<file path="src/rtl/serial_subtractor_pkg.sv">
// Shared definitions for the serial arithmetic blocks.
// Includes the controller state encoding and the default datapath width.
package serial_subtractor_pkg;

  localparam int WIDTH_DEFAULT = 8;

  typedef enum logic [1:0] {
    ST_IDLE = 2'd0,
    ST_RUN  = 2'd1,
    ST_DONE = 2'd2
  } state_t;

endpackage

</file>
<file path="src/rtl/serial_subtractor_if.sv">
// Operand/result bus for the serial subtractor.
//
// Handshake rules: a transfer happens on a rising clk edge where valid and
// ready are both 1. The operand side (in_valid, a, b, bin) is sampled only
// while in_ready is high. The result side (d, bout, ovf, zero) is held
// stable while out_valid is high and out_ready is low. Neither ready
// depends combinationally on its valid.
interface serial_subtractor_if
  import serial_subtractor_pkg::*;
#(
  parameter int WIDTH = WIDTH_DEFAULT
) ();

  logic             in_valid;
  logic             in_ready;
  logic [WIDTH-1:0] a;
  logic [WIDTH-1:0] b;
  logic             bin;
  logic             out_valid;
  logic             out_ready;
  logic [WIDTH-1:0] d;
  logic             bout;
  logic             ovf;
  logic             zero;

  // Producer/consumer side: drives operands and accepts results.
  modport master (
    output in_valid, a, b, bin, out_ready,
    input  in_ready, out_valid, d, bout, ovf, zero
  );

  // Subtractor side.
  modport slave (
    input  in_valid, a, b, bin, out_ready,
    output in_ready, out_valid, d, bout, ovf, zero
  );

endinterface

</file>
<file path="src/rtl/serial_subtractor_full_subtractor.sv">
// One-bit full-subtractor cell: d = a - b - bi, with the borrow out in bo.
// It is the mirror image of the 1-bit adder cell.
module full_subtractor (
  input  logic a,
  input  logic b,
  input  logic bi,
  output logic d,
  output logic bo
);

  assign d  = a ^ b ^ bi;
  assign bo = (~a & b) | (~a & bi) | (b & bi);

endmodule

</file>
<file path="src/rtl/serial_subtractor.sv">
// Bit-serial WIDTH-bit subtractor: D = A - B - Bin, one bit per clock, LSB first.
// The minuend register also collects the difference. Each cycle, the bit it
// consumes leaves the LSB and the new difference bit enters at the MSB.
// After WIDTH steps, that register holds the complete difference.
module serial_subtractor
  import serial_subtractor_pkg::*;
#(
  parameter  int WIDTH = WIDTH_DEFAULT,
  localparam int CNT_W = $clog2(WIDTH + 1)
) (
  input  logic                 clk,
  input  logic                 rst,
  serial_subtractor_if.slave   bus,
  output state_t               dbg_state
);

  state_t           state, state_nxt;
  logic [WIDTH-1:0] a_sr;
  logic [WIDTH-1:0] b_sr;
  logic             br;
  logic [CNT_W-1:0] cnt;
  logic [WIDTH-1:0] d_r;
  logic             bout_r;
  logic             ovf_r;
  logic             zero_r;

  logic             cell_d;
  logic             cell_bo;
  logic             last_bit;
  logic [WIDTH-1:0] d_next;

  full_subtractor u_cell (
    .a  (a_sr[0]),
    .b  (b_sr[0]),
    .bi (br),
    .d  (cell_d),
    .bo (cell_bo)
  );

  assign last_bit = (cnt == CNT_W'(WIDTH - 1));
  assign d_next   = {cell_d, a_sr[WIDTH-1:1]};

  // State register.
  always_ff @(posedge clk) begin
    if (rst) state <= ST_IDLE;
    else     state <= state_nxt;
  end

  // Next-state logic: accept in IDLE, step WIDTH times, and hold in DONE until the result is taken.
  always_comb begin
    state_nxt = state;
    case (state)
      ST_IDLE: if (bus.in_valid)  state_nxt = ST_RUN;
      ST_RUN:  if (last_bit)      state_nxt = ST_DONE;
      ST_DONE: if (bus.out_ready) state_nxt = ST_IDLE;
      default:                    state_nxt = ST_IDLE;
    endcase
  end

  // Datapath: operand capture, one cell step per RUN cycle, and a result/flag latch on the last bit.
  always_ff @(posedge clk) begin
    if (rst) begin
      a_sr   <= '0;
      b_sr   <= '0;
      br     <= 1'b0;
      cnt    <= '0;
      d_r    <= '0;
      bout_r <= 1'b0;
      ovf_r  <= 1'b0;
      zero_r <= 1'b0;
    end else begin
      case (state)
        ST_IDLE: begin
          if (bus.in_valid) begin
            a_sr <= bus.a;
            b_sr <= bus.b;
            br   <= bus.bin;
            cnt  <= '0;
          end
        end
        ST_RUN: begin
          a_sr <= d_next;
          b_sr <= b_sr >> 1;
          br   <= cell_bo;
          cnt  <= cnt + CNT_W'(1);
          if (last_bit) begin
            d_r    <= d_next;
            bout_r <= cell_bo;
            // br still holds the borrow into the MSB.
            ovf_r  <= br ^ cell_bo;
            zero_r <= ~|d_next;
          end
        end
        default: ;
      endcase
    end
  end

  assign bus.in_ready  = (state == ST_IDLE);
  assign bus.out_valid = (state == ST_DONE);
  assign bus.d         = d_r;
  assign bus.bout      = bout_r;
  assign bus.ovf       = ovf_r;
  assign bus.zero      = zero_r;
  assign dbg_state     = state;

endmodule

</file>
<file path="src/flat_wrapper.sv">
// flat-port wrapper written by rule: the top's interface ports become plain ports
module serial_subtractor_flat import serial_subtractor_pkg::*;
#(
  parameter  int WIDTH = WIDTH_DEFAULT,
  localparam int CNT_W = $clog2(WIDTH + 1)
)
  (clk, rst, dbg_state, bus_in_valid, bus_a, bus_b, bus_bin, bus_out_ready, bus_in_ready, bus_out_valid, bus_d, bus_bout, bus_ovf, bus_zero);
  serial_subtractor_if #(.WIDTH(WIDTH)) bus_i ();
  input  logic clk;
  input  logic rst;
  output state_t dbg_state;
  input wire logic [$bits(bus_i.in_valid)-1:0] bus_in_valid;
  input wire logic [$bits(bus_i.a)-1:0] bus_a;
  input wire logic [$bits(bus_i.b)-1:0] bus_b;
  input wire logic [$bits(bus_i.bin)-1:0] bus_bin;
  input wire logic [$bits(bus_i.out_ready)-1:0] bus_out_ready;
  output wire logic [$bits(bus_i.in_ready)-1:0] bus_in_ready;
  output wire logic [$bits(bus_i.out_valid)-1:0] bus_out_valid;
  output wire logic [$bits(bus_i.d)-1:0] bus_d;
  output wire logic [$bits(bus_i.bout)-1:0] bus_bout;
  output wire logic [$bits(bus_i.ovf)-1:0] bus_ovf;
  output wire logic [$bits(bus_i.zero)-1:0] bus_zero;
  assign bus_i.in_valid = bus_in_valid;
  assign bus_i.a = bus_a;
  assign bus_i.b = bus_b;
  assign bus_i.bin = bus_bin;
  assign bus_i.out_ready = bus_out_ready;
  assign bus_in_ready = bus_i.in_ready;
  assign bus_out_valid = bus_i.out_valid;
  assign bus_d = bus_i.d;
  assign bus_bout = bus_i.bout;
  assign bus_ovf = bus_i.ovf;
  assign bus_zero = bus_i.zero;
  serial_subtractor #(.WIDTH(WIDTH)) u_core (.clk(clk), .rst(rst), .bus(bus_i), .dbg_state(dbg_state));
endmodule
</file>
<file path="config.mk">
export PLATFORM = sky130hd
export DESIGN_NAME = serial_subtractor_flat
export DESIGN_NICKNAME = d
export VERILOG_FILES = /design/src/rtl/serial_subtractor_pkg.sv /design/src/rtl/serial_subtractor_if.sv /design/src/rtl/serial_subtractor_full_subtractor.sv /design/src/rtl/serial_subtractor.sv /design/src/flat_wrapper.sv
export SDC_FILE = /design/constraint.sdc
export NUM_CORES = 1
export LEC_CHECK = 0
export CAP_MARGIN = 20
export CORE_ASPECT_RATIO = 0.8
export CORE_MARGIN = 8
export CORE_UTILIZATION = 45
export CTS_CLUSTER_SIZE = 24
export DETAILED_ROUTE_END_ITERATION = 6
export PLACE_DENSITY = 0.83
export SLEW_MARGIN = 20
export SYNTH_ARGS = -nofsm -noshare
export SYNTH_HDL_FRONTEND = slang
export SYNTH_SLANG_ARGS = --single-unit
</file>
<file path="constraint.sdc">
create_clock -name clk -period 1.8 [get_ports clk]
set_input_delay 0.18 -clock clk [delete_from_list [all_inputs] [get_ports clk]]
set_output_delay 0.18 -clock clk [all_outputs]
set_load 0.01 [all_outputs]
</file>
==> results.toml <==
[synthesis]
seq_area_frac_synth = 0.412
synthCells = 199
yosysWarnings = 0
synth-seq-cells = 34
syn_area_per_cell_um2 = 8.30
synth_adder_area_share = 0.0197
synth.mux.area_fraction = 0.00606
synthSimpleGateAreaFrac = 0.183
syn-num-nets = 222
synth_top_family_by_area = "compound AO/OA/AOI/OAI gates"
synth_compound_area_frac = 0.290
synthXorXnorAreaFrac = 0.00530
synth_area_mm2 = 0.00165
ys_types = 36

[timing]
fmax_ghz = 0.592
hold_violations = 0
setup_ws_ns = 0.110
slew_viol_final = 0
timing.final.crit_share = 0.939
setup_viol = 0
worst_pin_slew_ns = 0.457
post-route-min-period_ns = 1.69
rsz0062_at_grt = "no"
fin_worst_skew_ns = 0.00872
fin_setup_tns_ns = 0
max_slew_margin = 0.696

[final_layout]
drive_above_1_share = 0.136
nets = 257
layout.cells.most_common = "a21oi_1"
final_util = 0.618
final_cell_mix = "a21oi_1 (36), clkdlybuf4s50_1 (35), dfxtp_1 (34), nor2_1 (30)"
fillers = 310
area_delta_synth_final_pct = 29.9
n_antenna_cell = 0
area.sequential_um2 = 681
final_area_mm2 = 0.00215
multi_input_area_um2 = 832

[floorplanning]
start_util = 0.476
coreArea_mm2 = 0.00347
die_h_um = 70.2
io_pins = 36
dieArea_mm2 = 0.00588
num_rows = 19
die_w_um = 83.7

[setup_path]
rr_worst_depth = 3
cp-end-kind = "output port"
crit_fanout = 11
worst_ep_arrival_time_ns = 1.51
worstSetupStartpointType = "register"
crit_required_ns = 1.62
critPathKind = "register to output port"

[placement]
gp_congestion = 0.787
pre_cts_ws_ns = 0.347
place_hpwl_um = 2820
placedInstanceArea_mm2 = 0.00203
numPortBuffers = 35

[global_route]
grt_max_degree = 19
first_global_vias = 1456
grt_pass1_wl_um = 6690
antenna_found_initial = 0
track_usage = 0.134
grt_overflow = 0

[cts]
htree_levels = 2
cts_tree = "done"
cts_root_buf = "clkbuf_8"
numClockSinks = 34
clk_latency_ns = 0.29
hold_buffers = 0
cts_setup_buffers = 0
path_clk_slew_ns = 0.07
cts_buffers = 5
post_cts_resized = 0
clk_path_buf_depth = 2

[drt]
vias = 1527
drt_pre_antenna_iters = 4
postRouteWirelength_um = 3920
viasPerCell = 5.51
drt_iter0_drc = 101
ant_nets = 0
wire_per_inst_um = 14.2
drc = 0

[power_and_ir_drop]
total_power_w = 0.00179
max-vdd-ir-drop_mv = 0.504
powerDensity_mw_per_mm2 = 833
total_leakage_power_nw = 0.801

[run_status]
status = "complete, no violations"

[hold_path]
worstHoldPathCells = 2
min_path_type = "register to register"

[flow_run]
cap_violations = 0
[Yosys cell counts]
master | count | share of area
mux2i_1 | 1 | 0.0061
a21oi_1 | 36 | 0.11
buf_2 | 9 | 0.027
and3b_1 | 1 | 0.0053
fa_1 | 1 | 0.012
buf_6 | 1 | 0.0068
o221a_2 | 13 | 0.089
o21bai_2 | 1 | 0.0068
o21ai_0 | 8 | 0.024
nand3b_1 | 3 | 0.014
a22oi_1 | 1 | 0.0045
nor3b_1 | 2 | 0.0091
nor4_1 | 1 | 0.0038
ha_1 | 1 | 0.0076
o21a_1 | 1 | 0.0045
nor2_1 | 30 | 0.068
nand2b_1 | 1 | 0.0038
a211oi_1 | 3 | 0.014
xnor2_1 | 1 | 0.0053
clkbuf_1 | 2 | 0.0045
a32oi_1 | 1 | 0.0053
or3_1 | 1 | 0.0038
buf_1 | 1 | 0.0023
nand3_1 | 10 | 0.030
buf_4 | 3 | 0.014
and2b_1 | 1 | 0.0045
dfxtp_1 | 34 | 0.41
o32ai_1 | 1 | 0.0053
nor2_2 | 1 | 0.0038
inv_1 | 13 | 0.030
nand4_1 | 1 | 0.0038
nor2b_1 | 6 | 0.023
nor3_1 | 1 | 0.0030
a31oi_1 | 2 | 0.0076
o221a_1 | 3 | 0.020
nand2_1 | 3 | 0.0068
[power breakdown]
group	leakage [nW]	switching (W)	total, W	internal (W)
Combinational	0.472	0.000116	0.000250	0.000134
Sequential	0.279	0.0000418	0.000833	0.000791
Clock	0.0504	0.000292	0.000704	0.000412
[cell families after synthesis]
kind of cell,Yosys count
compound gates,70
mux,1
xor+xnor,1
flops,34
fa+ha+maj,2
buf+inv,29
simple gates,62
[layout make-up]
cell class / instances / area share
multi-input combinational: 136 / 0.388
sequential: 34 / 0.317
timing repair buffer: 44 / 0.195
clock buffer: 5 / 0.0321
tap: 42 / 0.0245
inverter: 13 / 0.0227
clock inverter: 3 / 0.0210
[through the flow]
stage / hold slack, ns / instances
after detailed placement: 0.475 / 269
after floorplan: 0.352 / 199
after global routing: 0.505 / 277
final: 0.483 / 277
after CTS: 0.487 / 277
after global placement: 0.472 / 269
[worst max-delay path, cell delays in order (launching register included)]
cell             delay, ns
dfxtp_1               0.35
buf_4                 0.18
nor2_1                0.13
clkdlybuf4s50_1       0.56
[worst paths after layout]
kind	to	startpoint	slack (ns)
worst min-delay path	u_core.bus.d[6]$_SDFFE_PP0P_	u_core.bus.d[6]$_SDFFE_PP0P_	0.48
worst max-delay path	bus_in_ready	u_core.dbg_state[1]$_SDFFE_PP0P_	0.11
worst max register to register	u_core.cnt[3]$_SDFFE_PP0P_	u_core.dbg_state[0]$_SDFFE_PP0P_	0.34
worst min register to register	u_core.bus.d[6]$_SDFFE_PP0P_	u_core.bus.d[6]$_SDFFE_PP0P_	0.48
[metal layers]
| layer | track usage | wire length, um | up-vias |
|---|---|---|---|
| met4 | 0.0440 | 31 | 0 |
| met3 | 0.0626 | 252 | 5 |
| met2 | 0.203 | 1720 | 35 |
| met5 | 0 | 0 | - |
| met1 | 0.163 | 1910 | 703 |
| li1 | - | - | 784 |
[state kept, by name (all words and copies together), names as in the netlist]
| name | count |
|---|---|
| u_core.a_sr | 8 |
| u_core.b_sr | 8 |
| u_core.br | 1 |
| u_core.bus.bout | 1 |
| u_core.bus.d | 8 |
| u_core.bus.ovf | 1 |
| u_core.bus.zero | 1 |
| u_core.cnt | 4 |
| u_core.dbg_state | 2 |
(Power assumes the default switching activity.)
